==> config.mk <==
export PLATFORM = sky130hd
export DESIGN_NAME = bkm_host_bus_master
export DESIGN_NICKNAME = d
export VERILOG_FILES = /design/src/rtl/bkm_bus_pkg.sv /design/src/rtl/bkm_bus_cycle_gen.sv /design/src/rtl/bkm_host_bus_master.sv
export SDC_FILE = /design/constraint.sdc
export NUM_CORES = 1
export LEC_CHECK = 0
export BUFFER_PORTS_ARGS = -buffer_cell sky130_fd_sc_hd__buf_2
export CORE_MARGIN = 2
export CORE_UTILIZATION = 44
export CTS_CLUSTER_DIAMETER = 80
export DETAILED_ROUTE_END_ITERATION = 6
export MAX_ROUTING_LAYER = met4
export PLACE_DENSITY = 0.76
export SYNTH_ARGS = -nofsm -noshare
export SYNTH_HDL_FRONTEND = slang
export SYNTH_SLANG_ARGS = --single-unit
==> constraint.sdc <==
create_clock -name clk_50mhz_in -period 2.5 [get_ports clk_50mhz_in]
set_clock_uncertainty 0.1 [all_clocks]
set_input_delay 0.25 -clock clk_50mhz_in [delete_from_list [all_inputs] [get_ports clk_50mhz_in]]
set_output_delay 0.25 -clock clk_50mhz_in [all_outputs]
set_load 0.02 [all_outputs]
==> src/rtl/bkm_bus_pkg.sv <==
// Shared constants, FSM state type and request-length helper for the BVM-A
// option-slot host bus master.
package bkm_bus_pkg;

  localparam logic [7:0] IDLE_BYTE = 8'hFF;

  localparam logic [7:0] CMD_IRQ        = 8'h02;
  localparam logic [7:0] CMD_INIT       = 8'h10;
  localparam logic [7:0] CMD_SLOT0_BASE = 8'h20;
  localparam logic [7:0] CMD_SLOT1_BASE = 8'h30;
  localparam logic [7:0] CMD_SLOT2_BASE = 8'h40;
  localparam logic [7:0] CMD_OFS_ID      = 8'h00;
  localparam logic [7:0] CMD_OFS_VIDEO   = 8'h01;
  localparam logic [7:0] CMD_OFS_PREPARE = 8'h02;
  localparam logic [7:0] CMD_OFS_SERIAL  = 8'h03;

  localparam logic [7:0] REG_SLOT_NUM = 8'h03;
  localparam logic [7:0] REG_INIT0    = 8'h40;
  localparam logic [7:0] REG_INIT1    = 8'h41;
  localparam logic [7:0] REG_INIT2    = 8'h42;
  localparam logic [7:0] REG_INIT3    = 8'h43;
  localparam logic [7:0] REG_VIDEO0   = 8'h00;
  localparam logic [7:0] REG_VIDEO1   = 8'h10;
  localparam logic [7:0] REG_VIDEO2   = 8'h31;

  typedef enum logic [2:0] {
    S_IDLE   = 3'd0,
    S_SYNC0  = 3'd1,
    S_CMD    = 3'd2,
    S_SYNC_R = 3'd3,
    S_REG    = 3'd4,
    S_DATA   = 3'd5,
    S_SYNC1  = 3'd6
  } bkm_state_e;

  // A length code of 3 behaves exactly like 2 (cmd+reg+data).
  function automatic logic [1:0] norm_len(input logic [1:0] len);
    return (len == 2'd3) ? 2'd2 : len;
  endfunction

endpackage

==> src/rtl/bkm_bus_cycle_gen.sv <==
// Strobe timing for one bus cycle: HALF clocks low then HALF clocks high on clk_rw.
// o_cyc_end marks the last high clock; it is both the read-sample point and the FSM advance.
module bkm_bus_cycle_gen #(
  parameter int HALF = 25
) (
  input  logic clk_50mhz_in,
  input  logic reset,
  input  logic i_run,
  output logic o_clk_rw,
  output logic o_cyc_end
);

  localparam logic [7:0] LAST = 8'(HALF - 1);

  logic [7:0] r_cnt;
  logic       r_high;
  logic       w_wrap;

  assign w_wrap = (r_cnt == LAST);

  always_ff @(posedge clk_50mhz_in) begin
    if (reset || !i_run) begin
      r_cnt  <= 8'd0;
      r_high <= 1'b0;
    end else if (w_wrap) begin
      r_cnt  <= 8'd0;
      r_high <= ~r_high;
    end else begin
      r_cnt  <= r_cnt + 8'd1;
    end
  end

  assign o_clk_rw  = r_high;
  assign o_cyc_end = i_run && r_high && w_wrap;

endmodule

==> src/rtl/bkm_host_bus_master.sv <==
// Host-side initiator for the BVM-A option-slot bus: turns one local request
// into a sync/cmd/reg/data strobe sequence and captures read data and the slot IRQ.
//
// state  | meaning
// IDLE   | waiting for a request, bus parked (not driven)
// SYNC0  | leading sync, idle byte
// CMD    | command byte
// SYNC_R | sync between command and register cycles
// REG    | register byte
// DATA   | write data out, or read data in with bus released
// SYNC1  | trailing sync returns the slave to idle, then respond
module bkm_host_bus_master
  import bkm_bus_pkg::*;
#(
  parameter int HALF        = 25,
  parameter int SYNC_STAGES = 2
) (
  input  logic       clk_50mhz_in,
  input  logic       reset,
  input  logic       req_valid,
  output logic       req_ready,
  input  logic [1:0] req_len,
  input  logic       req_write,
  input  logic       req_sel,
  input  logic [7:0] req_cmd,
  input  logic [7:0] req_reg,
  input  logic [7:0] req_wdata,
  output logic       rsp_valid,
  output logic [7:0] rsp_rdata,
  output logic       irq_pending,
  output logic       clk_rw,
  output logic       ax_d,
  output logic       r_wx,
  output logic       slot_x_int_x,
  output logic [7:0] data_out_x,
  output logic       data_oe,
  input  logic [7:0] data_in_x,
  input  logic       int_x
);

  bkm_state_e r_state, w_state_nxt;

  logic [1:0] r_len;
  logic       r_write;
  logic [7:0] r_cmd, r_reg, r_wdata;

  logic       r_ax_d, r_rwx, r_oe, r_slot_x, r_rsp_valid;
  logic [7:0] r_dout_x, r_rdata;

  logic [SYNC_STAGES-1:0] r_int_sync;
  logic [7:0]             r_din_sync [SYNC_STAGES];

  logic       w_run, w_cyc_end, w_clk_rw, w_accept, w_done;
  logic       w_ax_d, w_rwx, w_oe;
  logic [7:0] w_byte;

  assign w_run    = (r_state != S_IDLE);
  assign w_accept = req_valid && (r_state == S_IDLE);
  assign w_done   = (r_state == S_SYNC1) && w_cyc_end;

  bkm_bus_cycle_gen #(.HALF(HALF)) u_cycle_gen (
    .clk_50mhz_in (clk_50mhz_in),
    .reset        (reset),
    .i_run        (w_run),
    .o_clk_rw     (w_clk_rw),
    .o_cyc_end    (w_cyc_end)
  );

  always_comb begin
    w_state_nxt = r_state;
    case (r_state)
      S_IDLE:   if (req_valid) w_state_nxt = S_SYNC0;
      S_SYNC0:  if (w_cyc_end) w_state_nxt = S_CMD;
      S_CMD:    if (w_cyc_end) w_state_nxt = (r_len == 2'd0) ? S_SYNC1 : S_SYNC_R;
      S_SYNC_R: if (w_cyc_end) w_state_nxt = S_REG;
      S_REG:    if (w_cyc_end) w_state_nxt = (r_len == 2'd1) ? S_SYNC1 : S_DATA;
      S_DATA:   if (w_cyc_end) w_state_nxt = S_SYNC1;
      S_SYNC1:  if (w_cyc_end) w_state_nxt = S_IDLE;
      default:  w_state_nxt = S_IDLE;
    endcase
  end

  // Bus lines are decoded from the next state and registered, so they only
  // move on the first clock of a cycle's low phase.
  always_comb begin
    w_ax_d = 1'b0;
    w_rwx  = 1'b1;
    w_oe   = 1'b1;
    w_byte = IDLE_BYTE;
    case (w_state_nxt)
      S_IDLE: w_oe = 1'b0;
      S_CMD: begin
        w_rwx  = 1'b0;
        w_byte = r_cmd;
      end
      S_REG: begin
        w_ax_d = 1'b1;
        w_rwx  = ~((r_len == 2'd2) && !r_write);
        w_byte = r_reg;
      end
      S_DATA: begin
        w_ax_d = 1'b1;
        if (r_write) begin
          w_rwx  = 1'b0;
          w_byte = r_wdata;
        end else begin
          w_oe   = 1'b0;
        end
      end
      default: ;
    endcase
  end

  always_ff @(posedge clk_50mhz_in) begin
    if (reset) begin
      r_state     <= S_IDLE;
      r_len       <= 2'd0;
      r_write     <= 1'b0;
      r_cmd       <= 8'h00;
      r_reg       <= 8'h00;
      r_wdata     <= 8'h00;
      r_ax_d      <= 1'b0;
      r_rwx       <= 1'b1;
      r_oe        <= 1'b0;
      r_dout_x    <= ~IDLE_BYTE;
      r_slot_x    <= 1'b1;
      r_rsp_valid <= 1'b0;
      r_rdata     <= 8'h00;
    end else begin
      r_state     <= w_state_nxt;
      r_ax_d      <= w_ax_d;
      r_rwx       <= w_rwx;
      r_oe        <= w_oe;
      r_dout_x    <= ~w_byte;
      r_rsp_valid <= w_done;
      if (w_accept) begin
        r_len    <= norm_len(req_len);
        r_write  <= req_write;
        r_cmd    <= req_cmd;
        r_reg    <= req_reg;
        r_wdata  <= req_wdata;
        r_slot_x <= ~req_sel;
      end else if (w_done) begin
        r_slot_x <= 1'b1;
      end
      if ((r_state == S_DATA) && !r_write && w_cyc_end)
        r_rdata <= ~r_din_sync[SYNC_STAGES-1];
    end
  end

  always_ff @(posedge clk_50mhz_in) begin
    if (reset) begin
      r_int_sync <= '1;
      for (int i = 0; i < SYNC_STAGES; i++) r_din_sync[i] <= 8'hFF;
    end else begin
      r_int_sync[0] <= int_x;
      r_din_sync[0] <= data_in_x;
      for (int i = 1; i < SYNC_STAGES; i++) begin
        r_int_sync[i] <= r_int_sync[i-1];
        r_din_sync[i] <= r_din_sync[i-1];
      end
    end
  end

  assign req_ready    = (r_state == S_IDLE);
  assign rsp_valid    = r_rsp_valid;
  assign rsp_rdata    = r_rdata;
  assign irq_pending  = ~r_int_sync[SYNC_STAGES-1];
  assign clk_rw       = w_clk_rw;
  assign ax_d         = r_ax_d;
  assign r_wx         = r_rwx;
  assign slot_x_int_x = r_slot_x;
  assign data_out_x   = r_dout_x;
  assign data_oe      = r_oe;

endmodule

==> impl_metrics.py, run 1 <==
metrics = {
    "run_status": {
        "outcome": "completed",
    },
    "power_and_ir_drop": {
        "p_total_mw": 2.43,
        "p_leak_nw": 1.58,
        "ir_drop_uv": 424,
        "power_density_nw_per_um2": 637,
    },
    "logic_synthesis": {
        "yosysWarnings": 0,
        "synth_cell_type_count": 42,
        "synthFlopType": "dfxtp_1",
        "postSynthCellCount": 332,
        "seq_area_frac_synth_pct": 51.8,
        "synth_top_area_share_pct": 51.8,
        "synth-seq-cells": 78,
        "synth_area_per_cell_um2": 9.08,
        "syn_area_um2": 3020,
        "synth_edf_count": 0,
        "ys_top_cells_by_area": "dfxtp_1 52%, nand2_1 7.3%, a21oi_1 6.0%",
        "synth_area_leader_cell": "dfxtp_1",
        "async_flop_share_pct": 0,
        "synth_common_cells": "78 x dfxtp_1, 59 x nand2_1, 36 x a21oi_1",
        "synth.most_common_cell": "dfxtp_1",
        "mappedNetlistNets": 374,
    },
    "sta": {
        "rsz0062_at_grt": "no",
        "finalMaxSlewViolations": 0,
        "post-route-min-period_ps": 2410,
        "max-slew-margin-rel_pct": 63.3,
        "hold_viol": 0,
        "min_period_over_period_pct": 96.3,
        "whs_ps": 28.8,
        "finalSetupViolCount": 0,
        "worstMarginPinSlew_ps": 546,
        "fmax_mhz": 415,
    },
    "cells_and_area": {
        "synthToLayoutAreaGrowth_pct": 26.6,
        "post_route_cells_drive_above_1_share_pct": 31.7,
        "largest_reg_flops": 16,
        "n_antenna_cell": 0,
        "final_util_pct": 56.8,
        "regMostFlops": "r_din_sync",
        "nNetsFinal": 454,
    },
    "floorplan": {
        "die_w_um": 86.8,
        "die_area_um2": 7530,
        "die_h_um": 86.8,
        "start_util_pct": 44.9,
        "num_io_pins": 64,
        "rows": 30,
        "fp.coreArea_um2": 6720,
    },
    "run": {
        "maxCapViolations": 0,
    },
    "routing": {
        "vias": 2548,
        "met2_wirelength_um": 3180,
        "routedWlPerCell_um": 13.6,
        "drc": 0,
        "wirelength_um": 6740,
        "viasPerCell": 5.13,
        "first_pass_iters": 4,
        "ant_nets": 0,
        "wl_met3_um": 385,
        "met1_length_um": 3080,
        "top_layer": "met4",
        "drt_iter0_markers": 116,
    },
    "global_routing": {
        "grt_max_degree": 46,
        "overflow": 0,
        "antenna_found_initial": 0,
        "grt_usage_pct": 19.0,
        "grt_pass1_wl_um": 11000,
        "grt_pass1_vias": 2327,
    },
    "setup_path": {
        "cp.required_ps": 2660,
        "cp.arrival_ps": 2560,
        "start_kind": "flop",
        "crit_type": "reg2reg",
        "end_kind": "flop",
        "worstPathMaxFanout": 6,
        "ff2ff_path_depth": 7,
    },
    "placement": {
        "hpwl_um": 4460,
        "gp_congestion": 0.849,
        "io_buffer_count": 63,
    },
    "worst_hold_path": {
        "hold_class": "in2reg",
        "hold_path_depth": 3,
    },
    "cts": {
        "clock_latency_ps": 350,
        "clock-sinks": 78,
        "cts_tree": "built",
        "clock_path_buffers": 2,
        "clock-root-buffer": "clkbuf_8",
        "post_cts_buffers": 0,
        "htreeDepth": 3,
        "path_clk_slew_ps": 90,
        "numCtsBuffers": 9,
    },
}
cell families (layout without fill, tap and decap cells):
kind of cell / after synthesis / in the layout / synth area share, %
simple gates: 138 / 138 / 23.5
flops: 78 / 78 / 51.8
compound gates: 71 / 72 / 17.0
fa+ha+maj: 2 / 2 / 0.830
xor+xnor: 7 / 7 / 2.03
buf+inv: 36 / 120 / 4.85
path summary, 6_finish.rpt:
| path | slack [ps] | from | end |
|---|---|---|---|
| hold reg to reg | 310 | r_din_sync[0][12] | rsp_rdata[4] |
| hold / removal | 30 | req_reg[1] | r_reg[1] |
| setup reg to reg | 90 | u_cycle_gen.r_cnt[1] | data_out_x[2] |
| setup / recovery | 90 | u_cycle_gen.r_cnt[1] | data_out_x[2] |
through the flow:
step	TNS [ps]	cell area (µm²)	cells	setup slack [ps]
global route	0	3820	497	14.7
floorplan	0	3020	332	89.1
global placement	-17.0	3480	471	-17.0
detailed placement	-414	3480	471	-61.8
CTS	0	3780	497	33.6
finish	0	3820	497	93.2
report_power, final:
group          leakage (nW)  total [mW]  switching [mW]  internal [mW]
registers             0.638        1.33          0.0338           1.29
logic                 0.866       0.245           0.137          0.108
clock network        0.0789       0.860           0.490          0.370
total                  1.58        2.43           0.661           1.77
per-layer routing:
metal / global-route usage (%) / up-vias
li1: - / 1297
met1: 25.9 / 1159
met2: 27.8 / 84
met3: 3.52 / 8
met4: 7.39 / 0
met5: - / -
critical path, cell delays in order, from the launching register on:
cell and delay, ps:
dfxtp_1 320, inv_1 50, ha_1 140, or4b_4 510, o211a_4 270, a211o_4 310, o32a_4 410, a221oi_2 200
cells in the final DEF (no fill, tap or decap), types with 3 or more instances in the layout:
master | synthesis | final
clkbuf_8 | 0 | 9
inv_6 | 0 | 3
xor2_1 | 4 | 4
dfxtp_1 | 78 | 78
nand3_1 | 4 | 4
a211oi_1 | 8 | 8
nand3b_1 | 10 | 10
dlygate4sd3_1 | 0 | 9
inv_1 | 16 | 16
o21ai_0 | 4 | 3
nor2b_1 | 4 | 4
buf_4 | 1 | 15
nor2_1 | 22 | 22
a221oi_2 | 8 | 8
nor3_1 | 6 | 6
xnor2_1 | 3 | 3
a21oi_1 | 36 | 36
or2_2 | 19 | 19
nand2_1 | 59 | 59
clkinvlp_4 | 0 | 4
buf_2 | 0 | 63
area by class of cell:
cell class              instances  area [µm²]
multi-input cells             219        1380
fillers                       568        2900
inverters                      16        60.1
well taps                      80         100
clock buffers                   9         124
repair buffers                 88         538
flip-flops and latches         78        1560
clock inverters                 7        56.3
what timing repair did:
action	4_1_cts	5_1_grt
hold endpoints to repair	9	0
hold buffers	9	0
resized for setup	3	5
pin swaps	1	4
cloned	1	0
endpoints found under the setup margin	9	9
No activity file was read; power rests on OpenSTA's default activity.
==> inputs of run 2 (changes only) <==
--- a/config.mk
+++ b/config.mk
@@ -5,11 +5,13 @@
 export SDC_FILE = /design/constraint.sdc
 export NUM_CORES = 1
 export LEC_CHECK = 0
+export ABC_AREA = 1
 export BUFFER_PORTS_ARGS = -buffer_cell sky130_fd_sc_hd__buf_2
 export CORE_MARGIN = 2
 export CORE_UTILIZATION = 44
 export CTS_CLUSTER_DIAMETER = 80
 export DETAILED_ROUTE_END_ITERATION = 6
+export HOLD_SLACK_MARGIN = 0.03
 export MAX_ROUTING_LAYER = met4
 export PLACE_DENSITY = 0.76
 export SYNTH_ARGS = -nofsm -noshare
==> run 2 against run 1 <==
Sequential cell count did not move. Routed wire length fell by 4.2%. Via count rose by 4.0%. Setup slack improved by 190 ps. Largest power group unchanged.
==> impl_metrics.py, run 2 <==
metrics = {
    "setup_path": {
        "crit_type": "reg2reg",
        "end_kind": "flop",
        "worstPathMaxFanout": 19,
        "cp.required_ps": 2630,
        "cp.arrival_ps": 2340,
        "start_kind": "flop",
    },
    "cts": {
        "clock_path_buffers": 2,
        "clock-root-buffer": "clkbuf_8",
        "cts_tree": "built",
        "clock_latency_ps": 340,
        "htreeDepth": 3,
        "clock-sinks": 78,
        "ctsResizeCount": 0,
        "path_clk_slew_ps": 80,
        "numCtsBuffers": 9,
    },
    "placement": {
        "gp_congestion": 0.832,
        "dp.cells": 533,
        "io_buffer_count": 63,
        "hpwl_um": 4640,
    },
    "logic_synthesis": {
        "postSynthCellCount": 385,
        "synth_edf_count": 0,
        "synth_area_per_cell_um2": 8.03,
        "synth.mux.area_fraction_pct": 0,
        "synth_cell_type_count": 30,
        "synth_compound_area_share_pct": 14.7,
        "ys_top_cells_by_area": "dfxtp_1 51%, nand2_1 10%, a21oi_1 5.3%",
        "synth_top_family_by_area": "simple AND/OR/NAND/NOR gates",
        "synthAdderAreaFrac_pct": 0.810,
        "synth_common_cells": "83 x nand2_1, 78 x dfxtp_1, 34 x inv_1",
        "synth.most_common_cell": "nand2_1",
        "mappedNetlistNets": 427,
        "synth-seq-cells": 78,
        "yosys.area_share.simple_pct": 26.8,
        "yosysWarnings": 0,
        "synth_xor_area_share_pct": 0,
        "seq_area_frac_synth_pct": 50.5,
        "syn_area_um2": 3090,
        "async_flop_share_pct": 0,
        "synthFlopType": "dfxtp_1",
        "synth_area_leader_cell": "dfxtp_1",
        "synth_top_area_share_pct": 50.5,
    },
    "sta": {
        "finalSetupViolCount": 0,
        "fmax_mhz": 452,
        "worstMarginPinSlew_ps": 657,
        "max-slew-margin-rel_pct": 56.1,
        "post-route-min-period_ps": 2210,
        "min_period_over_period_pct": 88.6,
        "rsz0062_at_grt": "no",
        "hold_viol": 0,
        "fin_tns_setup_ps": 0,
        "finalMaxSlewViolations": 0,
    },
    "global_routing": {
        "grt_pass1_wl_um": 10700,
        "grt_usage_pct": 18.5,
        "overflow": 0,
        "grt_max_degree": 26,
        "grt_pass1_vias": 2454,
        "antenna_found_initial": 0,
    },
    "cells_and_area": {
        "stdcell_count": 559,
        "nNetsFinal": 500,
        "synthToLayoutAreaGrowth_pct": 22.3,
        "mostFrequentLayoutCells": "83 x nand2_1, 78 x dfxtp_1, 63 x buf_2",
        "regMostFlops": "r_din_sync",
        "largest_reg_flops": 16,
        "n_antenna_cell": 0,
        "post_route_cells_drive_above_1_share_pct": 25.9,
        "layout_commonest_cell": "nand2_1",
    },
    "power_and_ir_drop": {
        "ir_drop_uv": 391,
        "p_leak_nw": 1.70,
        "p_total_mw": 2.41,
        "power_density_nw_per_um2": 638,
    },
    "routing": {
        "met2_wirelength_um": 3240,
        "met1_length_um": 2810,
        "drc": 0,
        "routedWlPerCell_um": 11.5,
        "vias": 2651,
        "wl_met3_um": 344,
        "wirelength_um": 6450,
        "top_layer": "met4",
        "first_pass_iters": 4,
        "viasPerCell": 4.74,
        "ant_nets": 0,
        "drt_iter0_markers": 95,
    },
    "floorplan": {
        "rows": 30,
        "start_util_pct": 45.5,
        "die_w_um": 87.8,
        "num_io_pins": 64,
        "fp.coreArea_um2": 6790,
        "die_area_um2": 7710,
        "die_h_um": 87.8,
    },
    "run_status": {
        "outcome": "completed",
    },
    "run": {
        "maxCapViolations": 0,
    },
    "worst_hold_path": {
        "hold_class": "in2reg",
    },
}
-- run 2: logic make-up (layout without fill, tap and decap cells) --
| family | Yosys count | in the layout |
|---|---|---|
| AO/OA/AOI/OAI | 70 | 70 |
| adder cells (fa/ha/maj) | 2 | 2 |
| buffers and inverters | 55 | 133 |
| AND/OR/NAND/NOR | 180 | 180 |
| flip-flops | 78 | 78 |
-- run 2: path summary, 6_finish.rpt --
kind	from	to	slack (ps)	cells past startpoint
worst min register to register	r_din_sync[0][5]	r_din_sync[0][13]	310	1
worst min-delay path	req_reg[0]	r_reg[0]	40	3
worst max register to register	u_cycle_gen.r_cnt[0]	data_out_x[4]	290	15
worst max-delay path	u_cycle_gen.r_cnt[0]	data_out_x[4]	290	15
-- run 2: timing repair --
action / CTS / global route
hold buffers: 10 / 0
setup endpoints to repair: 0 / 0
setup buffers: 0 / 0
hold endpoints to repair: 10 / 0
-- run 2: worst max-delay path, stage by stage, from the launching register on --
cell	delay, ps
dfxtp_1	330
inv_1	70
ha_1	160
inv_1	40
nor2_1	70
nand2_1	50
nor2_1	240
nand3_1	150
nand2_1	90
nand2_1	60
nand2_2	110
inv_2	150
nand2_2	140
nor2_4	50
a21oi_4	220
nor2_1	80
-- run 2: final cells by class --
cell class	instances	area, µm²
clock buffers	10	128
clock inverters	6	70.1
fillers	630	3010
inverters	40	150
multi-input cells	252	1310
flip-flops and latches	78	1560
well taps	96	120
repair buffers	77	445
-- run 2: layer usage --
metal / vias to the layer above / track usage (%)
li1: 1390 / -
met1: 1182 / 22.3
met2: 71 / 30.3
met3: 8 / 5.47
met4: 0 / 4.62
met5: - / -
-- run 2: power by group --
part           leakage [nW]  total [mW]  internal, mW  switching [mW]
Sequential            0.639        1.31          1.29          0.0248
Clock                0.0895       0.921         0.468           0.453
Combinational         0.968       0.175        0.0752           0.100
-- run 2: metrics by stage --
stage | setup slack (ps) | utilization (%) | hold WS, ps | instance area [µm²]
floorplan | 622 | - | 254 | 3090
global placement | 367 | 51.3 | 292 | 3480
detailed placement | 305 | 51.3 | 294 | 3480
CTS | 293 | 55.6 | 33.1 | 3780
global route | 26.6 | 55.6 | 34.3 | 3780
finish | 286 | 55.6 | 43.7 | 3780
==> inputs of run 3 (changes only) <==
--- a/config.mk
+++ b/config.mk
@@ -13,7 +13,7 @@
 export DETAILED_ROUTE_END_ITERATION = 6
 export HOLD_SLACK_MARGIN = 0.03
 export MAX_ROUTING_LAYER = met4
-export PLACE_DENSITY = 0.76
+export PLACE_DENSITY = 0.69
 export SYNTH_ARGS = -nofsm -noshare
 export SYNTH_HDL_FRONTEND = slang
 export SYNTH_SLANG_ARGS = --single-unit
==> run 3 against run 2 <==
Die area did not move. Largest power group unchanged. Critical path type unchanged. Final cell count up 1.6%. Setup slack got worse by 35 ps.
==> impl_metrics.py, run 3 (synthesis gave the netlist of run 2 again) <==
metrics = {
    "run_status": {
        "outcome": "completed",
    },
    "setup_path": {
        "crit_type": "reg2reg",
        "worstPathMaxFanout": 19,
        "end_kind": "flop",
        "cp.required_ps": 2640,
        "r2r-end": "data_out_x[7]",
        "ff2ff_path_depth": 15,
        "cp.arrival_ps": 2390,
        "r2r_slack_ps": 250,
        "start_kind": "flop",
        "r2r_start": "u_cycle_gen.r_cnt[0]",
        "cp-startpoint": "u_cycle_gen.r_cnt[0]",
    },
    "cts": {
        "clock_latency_ps": 360,
        "cts_tree": "built",
        "clock_path_buffers": 2,
        "numCtsBuffers": 9,
        "ctsResizeCount": 0,
        "path_clk_slew_ps": 80,
        "clock-root-buffer": "clkbuf_8",
        "clock-sinks": 78,
        "htreeDepth": 3,
        "post_cts_buffers": 0,
    },
    "power_and_ir_drop": {
        "seqPwrFrac_pct": 50.9,
        "p_int_mw": 1.99,
        "p_sw_uw": 590,
        "p_sw_share_pct": 22.9,
        "power_density_nw_per_um2": 661,
        "ir_drop_uv": 410,
        "p_leak_nw": 1.76,
        "pwr-share-clk_pct": 41.8,
        "power_frac_comb_pct": 7.3,
    },
    "cells_and_area": {
        "multiInputGateArea_um2": 1310,
        "n_fill_cell": 638,
        "mostFrequentLayoutCells": "83 x nand2_1, 78 x dfxtp_1, 63 x buf_2",
        "n_antenna_cell": 0,
        "layout_commonest_cell": "nand2_1",
        "largest_reg_flops": 16,
        "seqCellArea_um2": 1560,
        "post_route_cells_drive_above_1_share_pct": 25.8,
        "regMostFlops": "r_din_sync",
        "synthToLayoutAreaGrowth_pct": 26.3,
        "nNetsFinal": 509,
    },
    "global_routing": {
        "grt_usage_pct": 19.8,
        "grt_pass1_wl_um": 11300,
        "overflow": 0,
        "grt_pass1_vias": 2596,
        "antenna_found_initial": 0,
        "grt_max_degree": 27,
    },
    "routing": {
        "wirelength_um": 6870,
        "drt_iter0_markers": 98,
        "vias": 2717,
        "ant_nets": 0,
        "routedWlPerCell_um": 12.1,
        "viasPerCell": 4.78,
        "drc": 0,
        "first_pass_iters": 4,
    },
    "placement": {
        "io_buffer_count": 63,
        "hpwl_um": 4700,
        "gp_congestion": 0.837,
    },
    "floorplan": {
        "rows": 30,
        "die_w_um": 87.8,
        "die_h_um": 87.8,
        "fp.coreArea_um2": 6790,
        "num_io_pins": 64,
        "die_area_um2": 7710,
        "start_util_pct": 45.5,
    },
    "worst_hold_path": {
        "hold_class": "in2reg",
        "hold_path_depth": 3,
        "holdPathEnd": "r_reg[3]",
        "holdCritStartpoint": "req_reg[3]",
    },
    "sta": {
        "hold_viol": 0,
        "min_period_over_period_pct": 90.0,
        "fmax_mhz": 445,
        "rsz0062_at_grt": "no",
        "whs_ps": 41.0,
        "max-slew-margin-rel_pct": 53.7,
        "finalSetupViolCount": 0,
        "post-route-min-period_ps": 2250,
        "worstMarginPinSlew_ps": 693,
        "fin_tns_setup_ps": 0,
        "finalMaxSlewViolations": 0,
    },
    "run": {
        "maxCapViolations": 0,
    },
}
-- run 3: changes by cell type in the layout (fill, tap and decap cells not counted), sizes merged --
cell,before,now
clkinv,1,3
clkbuf,10,11
bufinv,1,2
inv,41,39
clkinvlp,3,1
buf,67,68
dlygate4sd3,10,18
-- run 3: worst max path at each step --
stage,end,cells after the start
global placement,data_out_x[6],15
floorplan,data_out_x[0],15
CTS,data_out_x[7],15
finish,data_out_x[7],15
detailed placement,data_out_x[7],15
global route,data_out_x[7],15
-- run 3: metrics by stage --
stage	cell area (µm²)	power, mW	setup slack [ps]	instances	utilization [%]
after global placement	3490	1.51	367	534	51.4
final	3900	2.58	251	568	57.4
after detailed placement	3490	1.51	309	534	51.4
after floorplan	3090	1.45	622	385	-
after CTS	3900	2.60	279	568	57.4
after global routing	3900	2.69	49.6	568	57.4
-- run 3: power by group through the flow --
| stage | registers (mW) | clock network, mW | logic (mW) |
|---|---|---|---|
| 2_1_floorplan | 1.34 | 0 | 0.108 |
| 3_3_place_gp | 1.34 | 0 | 0.163 |
| 3_5_place_dp | 1.34 | 0 | 0.167 |
| 4_1_cts | 1.31 | 1.10 | 0.189 |
| 5_1_grt | 1.32 | 1.16 | 0.212 |
| 6_report | 1.31 | 1.08 | 0.188 |
-- run 3: what timing repair did --
item                                    in CTS  in global routing
hold endpoints to repair                    18                  0
hold buffers                                18                  0
endpoints found under the setup margin       0                  0
-- run 3: final cells by class --
type,instances,area share (%)
Multi-Input combinational cell,252,33.4
Clock buffer,11,3.88
Clock inverter,5,2.08
Timing Repair Buffer,86,13.7
Inverter,40,3.85
Sequential cell,78,40.0
Tap cell,96,3.08
-- run 3: metal layers --
metal | part of all wire [%] | vias up | GRT usage, %
li1 | - | 1410 | -
met1 | 43 | 1234 | 20.8
met2 | 52 | 57 | 34.6
met3 | 4.2 | 16 | 6.22
met4 | 1.5 | 0 | 6.99
met5 | 0 | - | -
-- run 3: worst max-delay path, stage by stage, from the launching register on --
cell and delay (ps):
dfxtp_1 330, inv_1 70, ha_1 160, inv_1 40, nor2_1 70, nand2_1 50, nor2_1 270, nand3_1 150
nand2_1 80, nand2_1 60, nand2_2 100, inv_2 150, nand2_2 140, nor2_4 50, a21oi_4 230, nor2_1 90
